==> src/rtl/library_pkg.sv <==
// Shared types and constants for the library read-back path.
package library_pkg;

    localparam int unsigned LIB_SLOTS     = 26;
    localparam int unsigned LIB_MAX_CNT   = 1024;
    localparam logic [19:0] LIB_PARK_ADDR = 20'h06C00;

    // One stored point as laid out in SRAM: {x[4:0], y[4:0]}.
    typedef struct packed {
        logic [4:0] x;
        logic [4:0] y;
    } lib_point_t;

    typedef enum logic [1:0] {
        StIdle,
        StFetch,
        StDrain,
        StDone
    } fetch_state_t;

    // Saturate a requested point count to the per-slot maximum.
    function automatic logic [10:0] lib_clamp_cnt(input logic [10:0] cnt,
                                                  input logic [10:0] max_cnt);
        return (cnt > max_cnt) ? max_cnt : cnt;
    endfunction

endpackage

==> src/rtl/library_fetch_fifo.sv <==
// Small synchronous FIFO holding returned SRAM points until accepted downstream.
// Storage is cleared on reset so the head reads as zero while empty after reset.
module lib_fetch_fifo
    import library_pkg::*;
#(
    parameter int unsigned DEPTH = 4
) (
    input  logic                     i_clk,
    input  logic                     i_rst_n,
    input  logic                     i_push,
    input  lib_point_t               i_data,
    input  logic                     i_pop,
    output lib_point_t               o_data,
    output logic [$clog2(DEPTH):0]   o_cnt
);

    localparam int unsigned AW = $clog2(DEPTH);

    lib_point_t        r_mem [DEPTH];
    logic [AW-1:0]     r_wptr;
    logic [AW-1:0]     r_rptr;
    logic [AW:0]       r_cnt;
    logic              w_pop;

    // Pops on an empty FIFO are dropped; pushes rely on upstream credit.
    always_comb begin
        w_pop = i_pop && (r_cnt != '0);
    end

    // Storage, pointers and occupancy.
    always_ff @(posedge i_clk or negedge i_rst_n) begin
        if (!i_rst_n) begin
            for (int i = 0; i < int'(DEPTH); i++) begin
                r_mem[i] <= '0;
            end
            r_wptr <= '0;
            r_rptr <= '0;
            r_cnt  <= '0;
        end else begin
            if (i_push) begin
                r_mem[r_wptr] <= i_data;
                r_wptr        <= r_wptr + AW'(1);
            end
            if (w_pop) begin
                r_rptr <= r_rptr + AW'(1);
            end
            case ({i_push, w_pop})
                2'b10:   r_cnt <= r_cnt + (AW+1)'(1);
                2'b01:   r_cnt <= r_cnt - (AW+1)'(1);
                default: r_cnt <= r_cnt;
            endcase
        end
    end

    // Head of queue and occupancy are presented directly.
    always_comb begin
        o_data = r_mem[r_rptr];
        o_cnt  = r_cnt;
    end

endmodule

==> src/rtl/library_fetch.sv <==
// Library read-back: issues sequential SRAM reads for one slot, absorbs the
// fixed read latency and streams the points out over valid/ready. Reads are
// only issued when FIFO occupancy plus in-flight reads leaves room, so every
// returned word has a guaranteed FIFO entry. FIFO_DEPTH must be >= RD_LAT + 1.
module library_fetch
    import library_pkg::*;
#(
    parameter int unsigned SLOTS      = LIB_SLOTS,
    parameter int unsigned RD_LAT     = 2,
    parameter int unsigned FIFO_DEPTH = 4,
    parameter int unsigned MAX_CNT    = LIB_MAX_CNT
) (
    input  logic        i_clk,
    input  logic        i_rst_n,
    input  logic        i_start,
    input  logic [4:0]  i_slot,
    input  logic [10:0] i_count,
    output logic        o_busy,
    output logic        o_done,
    output logic        o_err,
    output logic        o_rd_en,
    output logic [19:0] o_addr,
    input  logic [9:0]  i_rdata,
    output logic        o_valid,
    input  logic        i_ready,
    output logic [4:0]  o_x,
    output logic [4:0]  o_y
);

    localparam int unsigned CW = $clog2(FIFO_DEPTH) + 1;

    fetch_state_t      r_state;
    fetch_state_t      w_state_nxt;

    logic [4:0]        r_slot;
    logic [10:0]       r_cnt;
    logic [10:0]       r_idx;
    logic [10:0]       r_popped;
    logic [RD_LAT-1:0] r_vld_sr;
    logic              r_done;
    logic              r_err;

    logic              w_slot_ok;
    logic              w_start_ok;
    logic              w_start_bad;
    logic [10:0]       w_cnt_clamped;
    logic [7:0]        w_inflight;
    logic [7:0]        w_credit_used;
    logic              w_issue;
    logic              w_pop;
    logic              w_push;
    logic [CW-1:0]     w_fifo_cnt;
    lib_point_t        w_head;

    // Start qualification and count clamping.
    always_comb begin
        w_slot_ok     = ({1'b0, i_slot} < 6'(SLOTS));
        w_start_ok    = (r_state == StIdle) && i_start && w_slot_ok;
        w_start_bad   = (r_state == StIdle) && i_start && !w_slot_ok;
        w_cnt_clamped = lib_clamp_cnt(i_count, 11'(MAX_CNT));
    end

    // Reads in flight and the credit they consume together with FIFO occupancy.
    always_comb begin
        w_inflight = '0;
        for (int i = 0; i < int'(RD_LAT); i++) begin
            w_inflight = w_inflight + 8'(r_vld_sr[i]);
        end
        w_credit_used = 8'(w_fifo_cnt) + w_inflight;
        w_push        = r_vld_sr[RD_LAT-1];
        w_pop         = o_valid && i_ready;
    end

    // State register.
    always_ff @(posedge i_clk or negedge i_rst_n) begin
        if (!i_rst_n) begin
            r_state <= StIdle;
        end else begin
            r_state <= w_state_nxt;
        end
    end

    // Next-state logic.
    always_comb begin
        w_state_nxt = r_state;
        unique case (r_state)
            StIdle: begin
                if (w_start_ok) begin
                    w_state_nxt = (w_cnt_clamped == '0) ? StDone : StFetch;
                end
            end
            StFetch: begin
                if (w_issue && ((r_idx + 11'd1) == r_cnt)) begin
                    w_state_nxt = StDrain;
                end
            end
            StDrain: begin
                if (r_popped == r_cnt) begin
                    w_state_nxt = StDone;
                end
            end
            StDone: begin
                w_state_nxt = StIdle;
            end
            default: w_state_nxt = StIdle;
        endcase
    end

    // FSM outputs: busy, read strobe and address (parked when not reading).
    always_comb begin
        o_busy  = (r_state != StIdle);
        w_issue = (r_state == StFetch) && (r_idx < r_cnt) &&
                  (w_credit_used < 8'(FIFO_DEPTH));
        o_rd_en = w_issue;
        o_addr  = w_issue ? {4'b0, r_slot, r_idx} : LIB_PARK_ADDR;
    end

    // Fetch bookkeeping: latched request, issue index and accepted-point count.
    always_ff @(posedge i_clk or negedge i_rst_n) begin
        if (!i_rst_n) begin
            r_slot   <= '0;
            r_cnt    <= '0;
            r_idx    <= '0;
            r_popped <= '0;
        end else if (w_start_ok) begin
            r_slot   <= i_slot;
            r_cnt    <= w_cnt_clamped;
            r_idx    <= '0;
            r_popped <= '0;
        end else begin
            if (w_issue) begin
                r_idx <= r_idx + 11'd1;
            end
            if (w_pop) begin
                r_popped <= r_popped + 11'd1;
            end
        end
    end

    // Valid shift register tracking reads until their data returns.
    always_ff @(posedge i_clk or negedge i_rst_n) begin
        if (!i_rst_n) begin
            r_vld_sr <= '0;
        end else begin
            r_vld_sr[0] <= w_issue;
            for (int i = 1; i < int'(RD_LAT); i++) begin
                r_vld_sr[i] <= r_vld_sr[i-1];
            end
        end
    end

    // Registered one-cycle done and error pulses.
    always_ff @(posedge i_clk or negedge i_rst_n) begin
        if (!i_rst_n) begin
            r_done <= 1'b0;
            r_err  <= 1'b0;
        end else begin
            r_done <= (r_state == StDone);
            r_err  <= w_start_bad;
        end
    end

    lib_fetch_fifo #(
        .DEPTH (FIFO_DEPTH)
    ) u_fifo (
        .i_clk   (i_clk),
        .i_rst_n (i_rst_n),
        .i_push  (w_push),
        .i_data  (lib_point_t'(i_rdata)),
        .i_pop   (w_pop),
        .o_data  (w_head),
        .o_cnt   (w_fifo_cnt)
    );

    // Output stream presents the FIFO head.
    always_comb begin
        o_valid = (w_fifo_cnt != '0);
        o_x     = w_head.x;
        o_y     = w_head.y;
        o_done  = r_done;
        o_err   = r_err;
    end

endmodule

==> config.mk <==
export PLATFORM = sky130hd
export DESIGN_NAME = library_fetch
export DESIGN_NICKNAME = d
export VERILOG_FILES = /design/src/rtl/library_pkg.sv /design/src/rtl/library_fetch_fifo.sv /design/src/rtl/library_fetch.sv
export SDC_FILE = /design/constraint.sdc
export NUM_CORES = 1
export LEC_CHECK = 0
export ABC_AREA = 1
export CAP_MARGIN = 20
export CORE_MARGIN = 5
export CORE_UTILIZATION = 60
export DETAILED_ROUTE_END_ITERATION = 12
export PLACE_DENSITY = 0.86
export SETUP_SLACK_MARGIN = 0.1
export SLEW_MARGIN = 25
export SYNTH_ARGS = -nofsm -noshare
export SYNTH_HDL_FRONTEND = slang
export SYNTH_SLANG_ARGS = --single-unit
==> constraint.sdc <==
create_clock -name i_clk -period 4.65 [get_ports i_clk]
set_clock_uncertainty 0.2 [all_clocks]
set_input_delay 0.93 -clock i_clk [delete_from_list [all_inputs] [get_ports i_clk]]
set_output_delay 0.93 -clock i_clk [all_outputs]
set_load 0.02 [all_outputs]
==> results of run 1 <==
## layer usage
metal / up-vias / routed length [µm] / global-route usage (%)
li1: 2167 / - / -
met1: 2199 / 5110 / 35.9
met2: 250 / 6110 / 41.2
met3: 33 / 1160 / 4.43
met4: 0 / 268 / 9.30
met5: - / 0 / 0
## cells in the mapped netlist (all sizes together), types with 4 or more instances
cell type / n
nand4: 5
xor2: 7
nor2: 65
nand3: 42
ha: 24
o22ai: 18
dfrtp: 91
nor4: 4
o21ai: 82
xnor2: 8
buf: 8
nor3: 10
nand2: 154
or2: 4
a21oi: 13
inv: 73
clkbuf: 15
## how the worst max path moves through the flow
| stage | to | from |
|---|---|---|
| 3_5_place_dp | o_rd_en | r_cnt[8] |
| 4_1_cts | o_rd_en | r_cnt[8] |
| 2_1_floorplan | o_addr[12] | r_idx[2] |
| 6_report | o_rd_en | r_cnt[8] |
| 5_1_grt | o_rd_en | r_cnt[8] |
| 3_3_place_gp | o_rd_en | r_cnt[8] |
## power by group through the flow
| stage | Clock (µW) | Combinational, µW | Sequential, µW |
|---|---|---|---|
| final | 600 | 1730 | 1370 |
| after detailed placement | 0 | 1700 | 1370 |
| after global routing | 637 | 1930 | 1400 |
| after global placement | 0 | 1620 | 1350 |
| after CTS | 603 | 1720 | 1360 |
| after floorplan | 0 | 1170 | 1290 |
## per-stage QoR
stage	instance area, µm²	util [%]	hold WS, ns	setup slack (ns)
6_report	5870	72.2	0.259	0.545
5_1_grt	5870	72.2	0.243	0.362
4_1_cts	5840	71.9	0.243	0.632
3_5_place_dp	5630	69.2	0.220	1.04
3_3_place_gp	5630	69.2	0.202	1.07
2_1_floorplan	4990	-	0.160	1.84
## logic make-up after synthesis
family / after synthesis / synth area share (%)
simple gates: 287 / 25.0
compound gates: 117 / 12.4
buf+inv: 97 / 7.69
flops: 91 / 45.7
fa+ha+maj: 25 / 6.43
xor+xnor: 15 / 2.64
other cells: 1 / 0.0753
## worst max-delay path, delay by kind of cell (launching register included)
| kind | cells | cell delay, ns |
|---|---|---|
| AOI/OAI and AO/OA | 1 | 0.24 |
| adders and majority gates | 1 | 0.33 |
| buffers and inverters | 3 | 1.07 |
| DFF | 1 | 0.41 |
| and+or+nand+nor | 5 | 0.56 |
## cell type report
cell class	count	area, µm²	area share [%]
Multi-Input combinational cell	448	2330	39.7
Inverter	74	278	4.73
Sequential cell	91	2280	38.8
Timing Repair Buffer	63	641	10.9
Clock inverter	5	86.3	1.47
Tap cell	105	131	2.24
Clock buffer	10	128	2.17
## sequential cells by signal (all words and copies together) (netlist names)
signal	cells
r_state	2
o_done	1
r_vld_sr	2
u_fifo.r_mem	40
r_cnt	11
u_fifo.o_cnt	3
r_slot	5
u_fifo.r_wptr	2
o_err	1
u_fifo.r_rptr	2
r_idx	11
r_popped	11
==> results.toml, run 1 <==
[worst_setup_path]
r2r_end = "r_idx[2]"
rrSetupSlack_ns = 1.90
crit_top_cell = "nand2_1"
reg2reg_from = "r_cnt[8]"
crit_path_end_kind = "output pin"
cp_max_fo = 18
crit_required_ns = 3.52
cp_slowest_cell = "clkdlybuf4s50_1"
max_stage_delay_ns = 0.66
worstPathCellList = "inv_1 -> ha_1 -> nand2_1 -> nand2_1 -> nand2_1 -> nand2_1 -> a21oi_1 -> nand2_2 -> inv_1 -> clkdlybuf4s50_1"
crit_type = "reg -> out"
worstRegToRegCells = 11
cp.arrival_ns = 2.97
cp-start-kind = "flip-flop"

[min_path]
min_path_type = "in -> async"

[cells_and_area]
final_common_cell = "nand2_1"
final_cell_mix = "nand2_1, dfrtp_1, o21ai_0"
instances_no_fill = 796
fillers = 578
final_nets = 742
drive_gt1_share_pct = 5.64
diodes = 0
area_growth_pct = 17.9

[pwr]
power_frac_comb_pct = 46.7
pwr-share-clk_pct = 16.2
p_seq_share_pct = 37.0
irDropWorstVdd_mv = 0.403
p_sw_uw = 1590
p_int_uw = 2100
powerDensity_nw_per_um2 = 629
swShare_pct = 43.1
p_total_uw = 3690
p_leak_uw = 0.00278

[die]
coreArea_um2 = 8130
row_count = 33
die_area_um2 = 10200
initial_core_util_pct = 61.2
die_height_um = 101
ios = 65
die_x_um = 101

[global_routing]
grt_start_max_net_pins = 75
grt_pass1_vias = 4432
grt_pass1_wl_um = 21200
gr-total-overflow = 0
antenna_found_initial = 0
grtUsageTotal_pct = 25.9

[timing]
setup-tns-final_ns = 0
worst_slew_pin_slew_ns = 0.935
finalHoldViolCount = 0
relSlewSlack_pct = 37.6
period_share_pct = 88.3
post-route-min-period_ns = 4.10
max_freq_ghz = 0.244
rsz0062_at_grt = "no"
final-setup-viol-count = 0
finalMaxSlewViolations = 0

[drt]
drtPass1Iterations = 5
route.detailed.drc = 0
drtIter0Drc = 310
wirelength_um = 12700
via_per_inst = 5.84
via_count = 4649
drt-wirelength-per-cell_um = 15.9
detail-route-antenna-nets = 0

[synthesis]
synth-edff-count = 0
yosysWarnings = 0
synth_top_area_share_pct = 45.7
synthArstFlopShare_pct = 100
syn_avg_cell_area_um2 = 7.87
ys_ff_latch = 91
syn_area_um2 = 4980
postSynthCellCount = 633
synth_ff_type = "dfrtp_1"
synth-seq-area-share_pct = 45.7
yosysUniqueCellTypes = 35
yosys.area.top_type = "dfrtp_1"
yosys-top-cells-area = "dfrtp_1, nand2_1, o21ai_0"

[cts]
clk-insertion-delay-late_ns = 0.36
ctsResizeCount = 0
cts_tree = "done"
clock_path_buffers = 2
cts_hold_repair.buffers = 0
cts_max_level = 3
clk_pin_slew_ns = 0.09
ctsRootBufferMaster = "clkbuf_8"
numCtsBuffers = 9
cts.sinks = 91
post_cts_buffers = 0

[place]
dp_cells = 780
numPortBuffers = 60
dp_hpwl_um = 8910
place.gp.congestion = 0.956

[run_status]
status = "finished clean"

[run]
drv_cap = 0
Note: power is estimated with default switching activity, not from simulation.
==> run 2, diff against run 1 <==
--- a/config.mk
+++ b/config.mk
@@ -10,6 +10,7 @@
 export CORE_MARGIN = 5
 export CORE_UTILIZATION = 60
 export DETAILED_ROUTE_END_ITERATION = 12
+export HOLD_SLACK_MARGIN = 0.12
 export PLACE_DENSITY = 0.86
 export SETUP_SLACK_MARGIN = 0.1
 export SLEW_MARGIN = 25
==> results of run 2 <==
Final layout, timing and power as in run 1 (identical DEF).
==> run 3, diff against run 2 <==
--- a/config.mk
+++ b/config.mk
@@ -8,12 +8,12 @@
 export ABC_AREA = 1
 export CAP_MARGIN = 20
 export CORE_MARGIN = 5
-export CORE_UTILIZATION = 60
+export CORE_UTILIZATION = 61
 export DETAILED_ROUTE_END_ITERATION = 12
-export HOLD_SLACK_MARGIN = 0.12
 export PLACE_DENSITY = 0.86
 export SETUP_SLACK_MARGIN = 0.1
 export SLEW_MARGIN = 25
 export SYNTH_ARGS = -nofsm -noshare
 export SYNTH_HDL_FRONTEND = slang
+export SYNTH_HIERARCHICAL = 1
 export SYNTH_SLANG_ARGS = --single-unit
==> run 3 against run 2 <==
Non-clock buffer count down 1. Worst setup slack worse by 0.036 ns. Synthesized cell count is 5.5% higher. First-iteration DRC count is 13% lower. Sequential power is essentially flat. Die area rose by 4.4%. Via count shrank 1.8%. Worst hold slack got worse by 0.051 ns. Design area rose by 3.6%. Register-to-register slack got worse by 0.06 ns. Cell count increased by 4.8%. Largest power group unchanged. Fmax is 0.86% lower.
==> results.toml, run 3 <==
[place]
dp_cells = 818
pre_cts_slack_ns = 0.937
place.gp.congestion = 0.894
dp_hpwl_um = 8880
numPortBuffers = 60

[cells_and_area]
final_core_util_pct = 70.8
largest_reg_flops = 40
area_growth_pct = 14.6
final_cell_mix = "nand2_1, inv_1, dfrtp_1"
final_common_cell = "nand2_1"
diodes = 0
drive_gt1_share_pct = 8.40
max_flop_register = "u_fifo/r_mem"
final_nets = 776
instances_no_fill = 834

[drt]
detail-route-antenna-nets = 0
wirelength_um = 12200
route.detailed.drc = 0
drt-wirelength-per-cell_um = 14.6
drtPass1Iterations = 5
via_per_inst = 5.47
via_count = 4564
drtIter0Drc = 269

[pwr]
irDropWorstVdd_mv = 0.358
p_leak_uw = 0.00304
powerDensity_nw_per_um2 = 627

[timing]
finalHoldViolCount = 0
period_share_pct = 89.0
post-route-min-period_ns = 4.14
holdWs_ns = 0.208
rsz0062_at_grt = "no"
worst_slew_pin_slew_ns = 0.835
final-setup-viol-count = 0
relSlewSlack_pct = 44.4
setup-tns-final_ns = 0
finalMaxSlewViolations = 0
max_freq_ghz = 0.242
fin_ws_ns = 0.509

[min_path]
min_path_type = "reg -> reg"
min_from = "r_vld_sr[0]"

[synthesis]
syn_avg_cell_area_um2 = 7.95
synth-edff-count = 0
postSynthCellCount = 668
yosysWarnings = 6
yosysUniqueCellTypes = 35
synth_top_area_share_pct = 42.9
synth-seq-area-share_pct = 42.9
synth_most_common_cell = "nand2_1"
yosys-top-cells-area = "dfrtp_1, nand2_1, inv_1"
synthArstFlopShare_pct = 100
syn_area_um2 = 5310
ys_ff_latch = 91
synth_ff_type = "dfrtp_1"
synthTopCellsByCount = "nand2_1, inv_1, dfrtp_1"
yosys.area.top_type = "dfrtp_1"

[die]
ios = 65
coreArea_um2 = 8590
die_x_um = 103
initial_core_util_pct = 61.8
row_count = 34
die_area_um2 = 10700
die_height_um = 103

[worst_setup_path]
worstRegToRegCells = 10
rrSetupSlack_ns = 1.84
crit_required_ns = 3.52
crit_path_end_kind = "output pin"
reg2reg_from = "r_idx[2]"
crit_start = "r_idx[2]"
cp_max_fo = 18
crit_type = "reg -> out"
r2r_end = "r_idx[10]"
cp-start-kind = "flip-flop"
cp.arrival_ns = 3.01
endpoint = "o_addr[10]"

[run_status]
status = "finished clean"

[cts]
cts_hold_repair.buffers = 0
cts_max_level = 3
cts_tree = "done"
post_cts_buffers = 0
clk-insertion-delay-late_ns = 0.35
ctsRootBufferMaster = "clkbuf_8"
clk_pin_slew_ns = 0.10
ctsResizeCount = 0
cts.sinks = 91
numCtsBuffers = 9
clock_path_buffers = 2

[run]
drv_cap = 0

[global_routing]
grt_pass1_vias = 4379
antenna_found_initial = 0
grtUsageTotal_pct = 24.1
grt_start_max_net_pins = 67
gr-total-overflow = 0
grt_pass1_wl_um = 20400
run 3: cell count changes in the layout (fill, tap and decap cells not counted), moves of 6 or more:
cell,before,now
o21ai_0,80,20
o211ai_1,1,19
o21ai_2,0,19
o21ai_1,2,21
nor2_1,61,40
xnor2_1,8,2
nand2_1,148,192
inv_1,72,95
run 3: stage by stage:
stage          power (µW)  cell area [µm²]
3_5_place_dp         3220             5870
6_report             3810             6080
2_1_floorplan        2670             5320
5_1_grt              4130             6080
4_1_cts              3820             6080
3_3_place_gp         3130             5870
run 3: per-layer routing:
metal,routed length (µm),global-route usage [%],vias to the layer above
li1,-,-,2247
met3,749,4.02,14
met5,0,0,-
met2,5990,40.8,163
met4,180,6.18,0
met1,5240,32.5,2140
run 3: how the worst min path moves through the flow:
stage	to	slack (ns)	cells after the start
after CTS	r_vld_sr[1]	0.20	0
after global placement	r_vld_sr[1]	0.19	0
after global routing	r_vld_sr[1]	0.22	0
after floorplan	r_vld_sr[1]	0.16	0
after detailed placement	r_vld_sr[1]	0.18	0
final	r_vld_sr[1]	0.21	0
run 3: cells by family after synthesis:
group / after synthesis / synth area share [%]
AND/OR/NAND/NOR: 311 / 25.2
buffers and inverters: 121 / 10.7
AO/OA/AOI/OAI: 109 / 13.4
flip-flops: 91 / 42.9
adder cells (fa/ha/maj): 25 / 6.03
XOR/XNOR: 10 / 1.65
other: 1 / 0.0706
run 3: final cells by class:
class | instances | area, µm²
fillers | 644 | 2510
multi-input cells | 459 | 2470
flip-flops and latches | 91 | 2280
repair buffers | 62 | 613
inverters | 98 | 368
well taps | 108 | 135
clock buffers | 10 | 128
clock inverters | 6 | 88.8
run 3: critical path: stages (launching register included):
cell	delay, ns
dfrtp_1	0.45
ha_1	0.32
nand2_1	0.05
o21ai_0	0.17
nand2_1	0.07
nand2_1	0.05
nand2_1	0.04
nand2_1	0.49
inv_1	0.27
nand2_1	0.13
clkdlybuf4s50_1	0.61
run 3: power by group:
part / switching [µW] / internal (µW)
registers: 244 / 1110
logic: 1110 / 751
clock network: 297 / 305
